<file path="config.mk">
export PLATFORM = sky130hd
export DESIGN_NAME = npc_predict_unit
export DESIGN_NICKNAME = d
export VERILOG_FILES = /design/src/rtl/npc_predict_unit_pkg.sv /design/src/rtl/npc_predict_unit_btb.sv /design/src/rtl/npc_predict_unit.sv
export SDC_FILE = /design/constraint.sdc
export NUM_CORES = 2
export LEC_CHECK = 0
export CORE_MARGIN = 3
export CORE_UTILIZATION = 50
export CTS_CLUSTER_DIAMETER = 80
export CTS_CLUSTER_SIZE = 30
export DETAILED_ROUTE_END_ITERATION = 6
export GPL_TIMING_DRIVEN = 0
export HOLD_SLACK_MARGIN = 0.12
export PLACE_DENSITY = 0.68
export REMOVE_ABC_BUFFERS = 1
export SYNTH_ARGS = -nofsm -noshare
export SYNTH_HDL_FRONTEND = slang
export SYNTH_SLANG_ARGS = --single-unit
</file>
<file path="constraint.sdc">
create_clock -name clk -period 8.8 [get_ports clk]
set_input_delay 1.76 -clock clk [delete_from_list [all_inputs] [get_ports clk]]
set_output_delay 1.76 -clock clk [all_outputs]
set_load 0.05 [all_outputs]
</file>
<file path="src/rtl/npc_predict_unit_pkg.sv">
// Shared types and constants for the next-PC predictor: control-flow op encoding,
// 2-bit branch counter states and a saturating counter step helper.
package npc_predict_unit_pkg;

  typedef enum logic [1:0] {
    NPC_PC4    = 2'd0,
    NPC_JMP    = 2'd1,
    NPC_ABSJMP = 2'd2,
    NPC_JALR   = 2'd3
  } npc_op_e;

  localparam logic [1:0] CTR_STRONG_NT = 2'b00;
  localparam logic [1:0] CTR_WEAK_NT   = 2'b01;
  localparam logic [1:0] CTR_WEAK_T    = 2'b10;
  localparam logic [1:0] CTR_STRONG_T  = 2'b11;

  function automatic logic [1:0] ctr_step(input logic [1:0] ctr, input logic up);
    if (up) return (ctr == CTR_STRONG_T)  ? ctr : ctr + 2'd1;
    else    return (ctr == CTR_STRONG_NT) ? ctr : ctr - 2'd1;
  endfunction

endpackage

</file>
<file path="src/rtl/npc_predict_unit_btb.sv">
// Direct-mapped branch target buffer: asynchronous lookup by fetch PC, single
// update port indexed by the resolving instruction's PC.
module npc_predict_unit_btb
  import npc_predict_unit_pkg::*;
#(
  parameter int         XLEN        = 32,
  parameter int         BTB_ENTRIES = 16,
  parameter logic [1:0] CTR_INIT_BR = CTR_WEAK_T
) (
  input  logic            clk,
  input  logic            rst_n,
  input  logic [XLEN-1:0] lookup_pc,
  output logic            lookup_taken,
  output logic [XLEN-1:0] lookup_target,
  input  logic            upd_en,
  input  logic [XLEN-1:0] upd_pc,
  input  npc_op_e         upd_op,
  input  logic            upd_taken,
  input  logic [XLEN-1:0] upd_target
);

  localparam int IDX   = $clog2(BTB_ENTRIES);
  localparam int TAG_W = XLEN - IDX - 2;

  logic [BTB_ENTRIES-1:0] valid_q;
  logic [TAG_W-1:0]       tag_q    [BTB_ENTRIES];
  logic [XLEN-1:0]        target_q [BTB_ENTRIES];
  logic [1:0]             ctr_q    [BTB_ENTRIES];

  logic [IDX-1:0]   l_idx, u_idx;
  logic [TAG_W-1:0] l_tag, u_tag;
  logic             u_hit;

  assign l_idx = lookup_pc[IDX+1:2];
  assign l_tag = lookup_pc[XLEN-1:IDX+2];
  assign u_idx = upd_pc[IDX+1:2];
  assign u_tag = upd_pc[XLEN-1:IDX+2];
  assign u_hit = valid_q[u_idx] && (tag_q[u_idx] == u_tag);

  assign lookup_taken  = valid_q[l_idx] && (tag_q[l_idx] == l_tag) && ctr_q[l_idx][1];
  assign lookup_target = target_q[l_idx];

  logic       set_valid, clr_valid, wr_tag, wr_target, wr_ctr;
  logic [1:0] new_ctr;

  // NOTE: every always_comb output gets a default first so no path infers a latch.
  always_comb begin
    set_valid = 1'b0;
    clr_valid = 1'b0;
    wr_tag    = 1'b0;
    wr_target = 1'b0;
    wr_ctr    = 1'b0;
    new_ctr   = ctr_q[u_idx];
    if (upd_en) begin
      case (upd_op)
        NPC_JMP: begin
          if (upd_taken && u_hit) begin
            new_ctr   = ctr_step(ctr_q[u_idx], 1'b1);
            wr_ctr    = 1'b1;
            wr_target = 1'b1;
          end else if (upd_taken) begin
            new_ctr   = CTR_INIT_BR;
            set_valid = 1'b1;
            wr_tag    = 1'b1;
            wr_target = 1'b1;
            wr_ctr    = 1'b1;
          end else if (u_hit) begin
            new_ctr = ctr_step(ctr_q[u_idx], 1'b0);
            wr_ctr  = 1'b1;
          end
        end
        NPC_ABSJMP, NPC_JALR: begin
          new_ctr   = CTR_STRONG_T;
          set_valid = 1'b1;
          wr_tag    = 1'b1;
          wr_target = 1'b1;
          wr_ctr    = 1'b1;
        end
        NPC_PC4: clr_valid = u_hit;
        default: ;
      endcase
    end
  end

  always_ff @(posedge clk or negedge rst_n) begin
    if (!rst_n)         valid_q        <= '0;
    else if (set_valid) valid_q[u_idx] <= 1'b1;
    else if (clr_valid) valid_q[u_idx] <= 1'b0;
  end

  // NOTE: payload arrays have no reset; they are never observed while the valid bit is clear.
  always_ff @(posedge clk) begin
    if (wr_tag)    tag_q[u_idx]    <= u_tag;
    if (wr_target) target_q[u_idx] <= upd_target;
    if (wr_ctr)    ctr_q[u_idx]    <= new_ctr;
  end

endmodule

</file>
<file path="src/rtl/npc_predict_unit.sv">
// Next-PC generator: fetch PC register, BTB-based prediction, EX-side target
// resolution and mispredict redirect.
module npc_predict_unit
  import npc_predict_unit_pkg::*;
#(
  parameter int              XLEN        = 32,
  parameter logic [XLEN-1:0] RESET_PC    = '0,
  parameter int              BTB_ENTRIES = 16,
  parameter logic [1:0]      CTR_INIT_BR = CTR_WEAK_T
) (
  input  logic            clk,
  input  logic            rst_n,
  input  logic            stall,
  output logic [XLEN-1:0] pc,
  output logic [XLEN-1:0] pc4,
  output logic            pred_taken,
  output logic [XLEN-1:0] pred_target,
  input  logic            ex_valid,
  input  logic [XLEN-1:0] ex_pc,
  input  logic [1:0]      ex_npc_op,
  input  logic            ex_br,
  input  logic [XLEN-1:0] ex_offset,
  input  logic [XLEN-1:0] ex_rs1,
  input  logic            ex_pred_taken,
  input  logic [XLEN-1:0] ex_pred_target,
  output logic            flush,
  output logic [XLEN-1:0] redirect_pc
);

  npc_op_e         op;
  logic [XLEN-1:0] btb_target, ex_pc4, ex_branch, actual, predicted;
  logic            btb_taken, mispredict;

  assign op = npc_op_e'(ex_npc_op);

  npc_predict_unit_btb #(
    .XLEN        (XLEN),
    .BTB_ENTRIES (BTB_ENTRIES),
    .CTR_INIT_BR (CTR_INIT_BR)
  ) u_btb (
    .clk           (clk),
    .rst_n         (rst_n),
    .lookup_pc     (pc),
    .lookup_taken  (btb_taken),
    .lookup_target (btb_target),
    .upd_en        (ex_valid),
    .upd_pc        (ex_pc),
    .upd_op        (op),
    .upd_taken     (ex_br),
    .upd_target    (actual)
  );

  assign pc4         = pc + XLEN'(4);
  assign pred_taken  = btb_taken;
  assign pred_target = btb_taken ? btb_target : pc4;

  assign ex_pc4    = ex_pc + XLEN'(4);
  assign ex_branch = ex_pc + ex_offset;

  always_comb begin
    actual = ex_pc4;
    case (op)
      NPC_PC4:    actual = ex_pc4;
      NPC_JMP:    actual = ex_br ? ex_branch : ex_pc4;
      NPC_ABSJMP: actual = ex_branch;
      NPC_JALR:   actual = (ex_rs1 + ex_offset) & ~XLEN'(1);
      default:    actual = ex_pc4;
    endcase
  end

  assign predicted   = ex_pred_taken ? ex_pred_target : ex_pc4;
  assign mispredict  = ex_valid && (actual != predicted);
  assign flush       = rst_n && mispredict;
  assign redirect_pc = actual;

  // NOTE: sequential state uses non-blocking assignments so every flop samples pre-edge values.
  always_ff @(posedge clk or negedge rst_n) begin
    if (!rst_n)          pc <= RESET_PC;
    else if (mispredict) pc <= actual;
    else if (!stall)     pc <= pred_target;
  end

endmodule

</file>
# After elaboration in Yosys (flattened, before gate mapping)
# Memories as Yosys holds them, arrays and structs flattened.
# Index checks and enable logic that the tools add are counted.
[totals]
word_cells = 77
rom_bits = 0
ram_bits = 960
mem_count = 3
register_bits = 48
latchBits = 0
[mem_list]
columns = ["name", "words", "width", "read_ports", "rd_clocked_by_memory_dff", "wr", "line_no", "text"]
rows = [
  ["u_btb.target_q", 16, 32, 1, 0, 1, "npc_predict_unit_btb.sv:27", "logic [XLEN-1:0] target_q [BTB_ENTRIES];"],
  ["u_btb.tag_q", 16, 26, 2, 0, 1, "npc_predict_unit_btb.sv:26", "logic [TAG_W-1:0] tag_q [BTB_ENTRIES];"],
  ["u_btb.ctr_q", 16, 2, 2, 0, 1, "npc_predict_unit_btb.sv:28", "logic [1:0] ctr_q [BTB_ENTRIES];"],
]
[classes]
n_reduce_logical = 11
bitwise = 3
n_shift = 0
n_eq_ne = 8
magnitude_cmp = 3
muxes = 41
div = 0
add_sub_neg = 6
multipliers = 0
[op_table]
columns = ["cell", "count"]
rows = [
  ["$mux 32", 5],
  ["$pmux 32 s4", 1],
  ["$add 32x3->32 const B", 2],
  ["$add 32x32->32", 2],
  ["$eq 26x26->1", 2],
  ["$mux 16", 2],
  ["$ne 32x32->1", 1],
  ["$mux 1", 20],
  ["$and 16x16->16", 1],
  ["$not 16->16", 1],
  ["$or 16x16->16", 1],
  ["$mux 2", 6],
  ["$lt 4x5->1 const B", 2],
  ["$bmux 1 s4", 2],
  ["$logic_and 1x1->1", 7],
  ["$eq 2x2->1 const B", 3],
  ["$pmux 1 s2", 3],
  ["$demux 1 s4", 1],
  ["$ge 4x1->1 const B", 1],
  ["$logic_not 2->1", 2],
  ["$pmux 2 s2", 1],
  ["$add 2x1->2 const B", 1],
  ["$eq 2x1->1 const B", 1],
  ["$ne 2x1->1 const B", 1],
  ["other kinds (3)", 3],
]

# Logic depth before layout (Yosys ltp)
[logic_depth]
word_depth = 10
mapped_depth = 19
ltp_nobuf = 14

# Hierarchy
# From an unflattened synthesis, not the netlist that was laid out.
[hier_totals]
hier_cells = 3055
hier_area_um2 = 50255.7
[by_module_without_submodules]
columns = ["mod", "seq_area_each_um2", "cells_per_inst", "n_inst", "area_per_inst_um2"]
rows = [
  ["npc_predict_unit_btb", 29228.0, 1903, 1, 41692.5],
  ["npc_predict_unit", 800.8, 1152, 1, 8563.2],
]

# Worst setup path after synthesis
# OpenSTA, ideal clock, no wires.
[synth_path]
path_type = "input port to output port"
startpoint = "input ex_offset[0]"
endpoint = "output flush"
t_required_ns = 7.040
t_arrival_ns = 8.253
path_buffers = 1
path_stages = 15
path_slack_ns = -1.213
path_cell_list = "and2_1 > fa_1 > a211oi_1 > o21ai_0 > and3_1 > nor4_1 > nor4_1 > nor4b_1 > a2111oi_0 > o2111a_1 > and4b_1 > nor4bb_1 > a31oi_2 > buf_2 > and2_1"
[synth_between]
elab_chain_cells = 6
elab_cells_between_ends = 7
[synth_rtl]
columns = ["element", "line_no", "text"]
rows = [
  ["start, declared", "npc_predict_unit.sv:22", "input logic [XLEN-1:0] ex_offset,"],
  ["$add 32x32->32", "npc_predict_unit.sv:58", "assign ex_branch = ex_pc + ex_offset;"],
  ["$mux 32", "npc_predict_unit.sv:64", "NPC_JMP: actual = ex_br ? ex_branch : ex_pc4;"],
  ["$pmux 32 s4 *", "npc_predict_unit.sv:62", "case (op)"],
  ["named net redirect_pc[30]", "npc_predict_unit.sv:27", "output logic [XLEN-1:0] redirect_pc"],
  ["$ne 32x32->1 *", "npc_predict_unit.sv:72", "assign mispredict = ex_valid && (actual != predicted);"],
  ["$logic_and 1x1->1 *", "npc_predict_unit.sv:72", ""],
  ["$logic_and 1x1->1 *", "npc_predict_unit.sv:73", "assign flush = rst_n && mispredict;"],
  ["end, declared", "npc_predict_unit.sv:26", "output logic flush,"],
]
# The timed path passes the listed nets; every way through them passes the cells marked *.

# Worst setup path after layout
[layout_path]
startpoint = "input ex_offset[0]"
endpoint = "output flush"
[layout_between]
elab_chain_cells = 6
elab_cells_between_ends = 7
[layout_rtl]
columns = ["element", "line_no"]
rows = [
  ["$add 32x32->32", "npc_predict_unit.sv:58"],
  ["$mux 32", "npc_predict_unit.sv:64"],
  ["$pmux 32 s4 *", "npc_predict_unit.sv:62"],
  ["$ne 32x32->1 *", "npc_predict_unit.sv:72"],
  ["$logic_and 1x1->1 *", "npc_predict_unit.sv:72"],
  ["$logic_and 1x1->1 *", "npc_predict_unit.sv:73"],
]
# Mark *: on every way between the ends. The rest lies on a longest branch, timed or not.

==> reports/results.txt <==
Status: finished, final reports clean
Sequential cell area: 0.0300 mm2
Die Span Y: 323 um
Gr usage total: 30.9%
RSZ-0062 raised after global routing: yes
Antenna viol nets, final: 0
First-pass GRT wire length: 231 mm
Vias in the first global route: 32708
Power density over the cells: 218 mW/mm2
CTS tree: yes
Crit path time final: 8.68 ns
TritonCTS Sinks: 1008
Ratio of cells with drive above 1 in the final layout: 20.9%
CP Capture Type: primary output
Clock Skews: 0.0459 ns
# port buffers: 265
Post-Route WL: 161 mm
Final hold violation count: 0
Arr. time, crit path: 6.92 ns
Seq/Total Area, Yosys: 59.8%
Final period utilization: 98.6%
Max-cap viol count: 0
Post-synth EDFFs: 960
CTS root buffer: clkbuf_16
Placed Cells: 4702
Fill cells: 7461
HPWL Detailed: 113 mm
Vias/cell: 6.86
Row cnt: 115
Max frequency: 0.115 GHz
LEAKAGE: 18.7 nW
Max clock buf depth: 3
Post-synth cell types: 85
Initial drt markers: 4415
Post-route insts no fill: 4799
Async S/R FF share, synth: 4.76%
Avg Inst Size Synth: 15.5 um2
YS warnings: 0
Io pins: 266
Starting Density: 50.7%
Data required time of the worst path: 7.04 ns
Clock transition at path regs: 0.11 ns
Hold Path Class: flop to flop
DIE AREA: 0.104 mm2
Post-synthesis register bit count: 1008
Peak VDD IR: 171 uV
Worst-Margin Slew: 1.39 ns
Post-Synthesis Cells: 3235
Largest net degree at the start of global routing: 79
CP max FO: 4
Grt total ovfl: 0
CORE AREA: 0.0990 mm2
Clk Latency, worst-skew pair: 0.66 ns
Crit path from: ex_offset[0]
# H-tree levels: 2
Final setup fails: 0
Multi-input gate area: 0.0196 mm2
Drt drc: 0
Max_slew headroom: 6.84%
DR vias: 32924
Crit Reg-Reg Startpoint: pc[5]
First-pass DRT Iterations: 6
Layout area overhead: 14.4%
Mapped Area: 0.0502 mm2
Max Slew Vio Count: 0
Final Power: 12.5 mW
R2R Setup Slk: 2.86 ns
CTS Buf Count: 44
Placer Congestion: 0.929
Ys flop type: edfxtp_1
Fin nets: 3679
Routed WL per cell: 33.6 um
WS Path Type: primary input to primary output
Die span in x: 323 um
CP Launch Type: primary input
Antenna violations before repair: 5
registers in the layout, indices dropped and copies added (netlist names), named ones only:
register / cells
u_btb.target_q: 512
pc: 32
u_btb.ctr_q: 32
u_btb.tag_q: 416
final timing paths:
check                      depth (start not counted)      to
max                                               17   flush
max in group asynchronous                          1   pc[2]
min                                                2    flop
max reg2reg                                       13  pc[19]
min in group asynchronous                          1   pc[4]
min reg2reg                                        2    flop
power by group:
group / switching, mW / total, mW / internal (mW) / leakage, nW
clock: 1.53 / 2.57 / 1.05 / 0.691
sequential: 0.201 / 5.68 / 5.48 / 9.05
combinational: 2.67 / 4.24 / 1.57 / 8.93
metal layers:
metal	global-route usage [%]	up-vias	share of wire [%]
met5	0	-	0
met4	11.3	0	4.3
met3	6.46	298	11
met2	49.6	1981	47
met1	42.2	17014	38
li1	-	13631	-
cell usage in the layout (no fill, tap or decap), types with 23 or more instances in the layout:
cell type,count
edfxtp_1,960
mux4_2,317
clkdlybuf4s50_1,231
nand2_1,185
mux2i_1,183
nor2_1,119
o21ai_0,111
xnor2_1,111
a21oi_1,94
nand3_1,68
mux2_2,68
ha_1,63
a221oi_1,60
nand4_1,57
a22oi_1,56
buf_6,56
xor2_1,52
nor3_1,46
clkbuf_16,45
dfrtp_1,44
inv_1,36
buf_12,26
nand2b_1,25
buf_4,23
cell usage after synthesis, drive strengths merged (15+ instances only):
cell,n,area (um2)
a22oi,56,420
nor3,62,310
nor2,139,522
ha,66,826
a31oi,15,100
o221ai,15,131
edfxtp,960,28800
and3,16,100
nand2b,26,163
inv,37,139
nand4,57,357
mux2i,183,1830
a221oi,64,567
mux2,90,1100
xor2,52,455
clkbuf,112,420
nand2,188,708
mux4,317,7140
xnor2,111,972
buf,88,474
o211ai,22,165
a21oi,95,475
nand3,69,345
dfrtp,48,1200
o21ai,118,591
area by class of cell:
cell class | instances | area share (%)
inverter | 38 | 0.255
sequential | 1008 | 52.3
clock buffer | 64 | 2.10
antenna | 1 | 0.00436
timing repair buffer | 393 | 7.90
clock inverter | 18 | 0.423
tap | 1287 | 2.81
multi-input combinational | 1990 | 34.2
critical path, cell delays in order:
cell and delay [ns]:
clkdlybuf4s50_1 0.48, and2_1 0.21, fa_1 0.41, a211oi_2 0.36
o21ai_0 0.26, and3_1 0.34, nor4_1 0.42, nor4_1 0.12
nor4b_2 0.49, buf_4 0.27, or2_2 0.13, o2111a_1 0.26
and4b_1 0.21, nor4bb_4 0.28, a31oi_4 0.24, and2_1 0.23
dlygate4sd2_1 0.42
kinds of logic (layout without fill, tap and decap cells):
group / Yosys count / after routing / share of synthesized area (%)
compound gates: 514 / 514 / 7.08
flops: 1008 / 1008 / 59.8
xor+xnor: 163 / 163 / 2.84
fa+ha+maj: 68 / 68 / 1.73
simple gates: 654 / 655 / 6.39
other cells: 0 / 1 / 0
buf+inv: 238 / 513 / 2.07
mux: 590 / 590 / 20.1
timing repair:
action / CTS / global route
hold buffers: 0 / 0
buffers inserted: 7 / 5
gates resized for setup: 82 / 29
cloned: 1 / 0
pin swaps: 6 / 3
endpoints found under the setup margin: 38 / 31
per-stage QoR:
step / util [%] / TNS, ns / setup slack [ns] / hold slack (ns) / area [um2]
after floorplan: - / -801.17 / -10.53 / 0.498 / 49300
after global placement: 54.1 / - / -15.79 / 0.521 / 53600
after detailed placement: 56.2 / -10.22 / -2.31 / 0.539 / 55700
after CTS: 57.9 / 0 / 0.0148 / 0.564 / 57300
after global routing: 58.0 / -0.0190 / -0.0190 / 0.610 / 57400
final: 58.0 / 0 / 0.119 / 0.569 / 57400
Power figures use the tool's default switching activity.
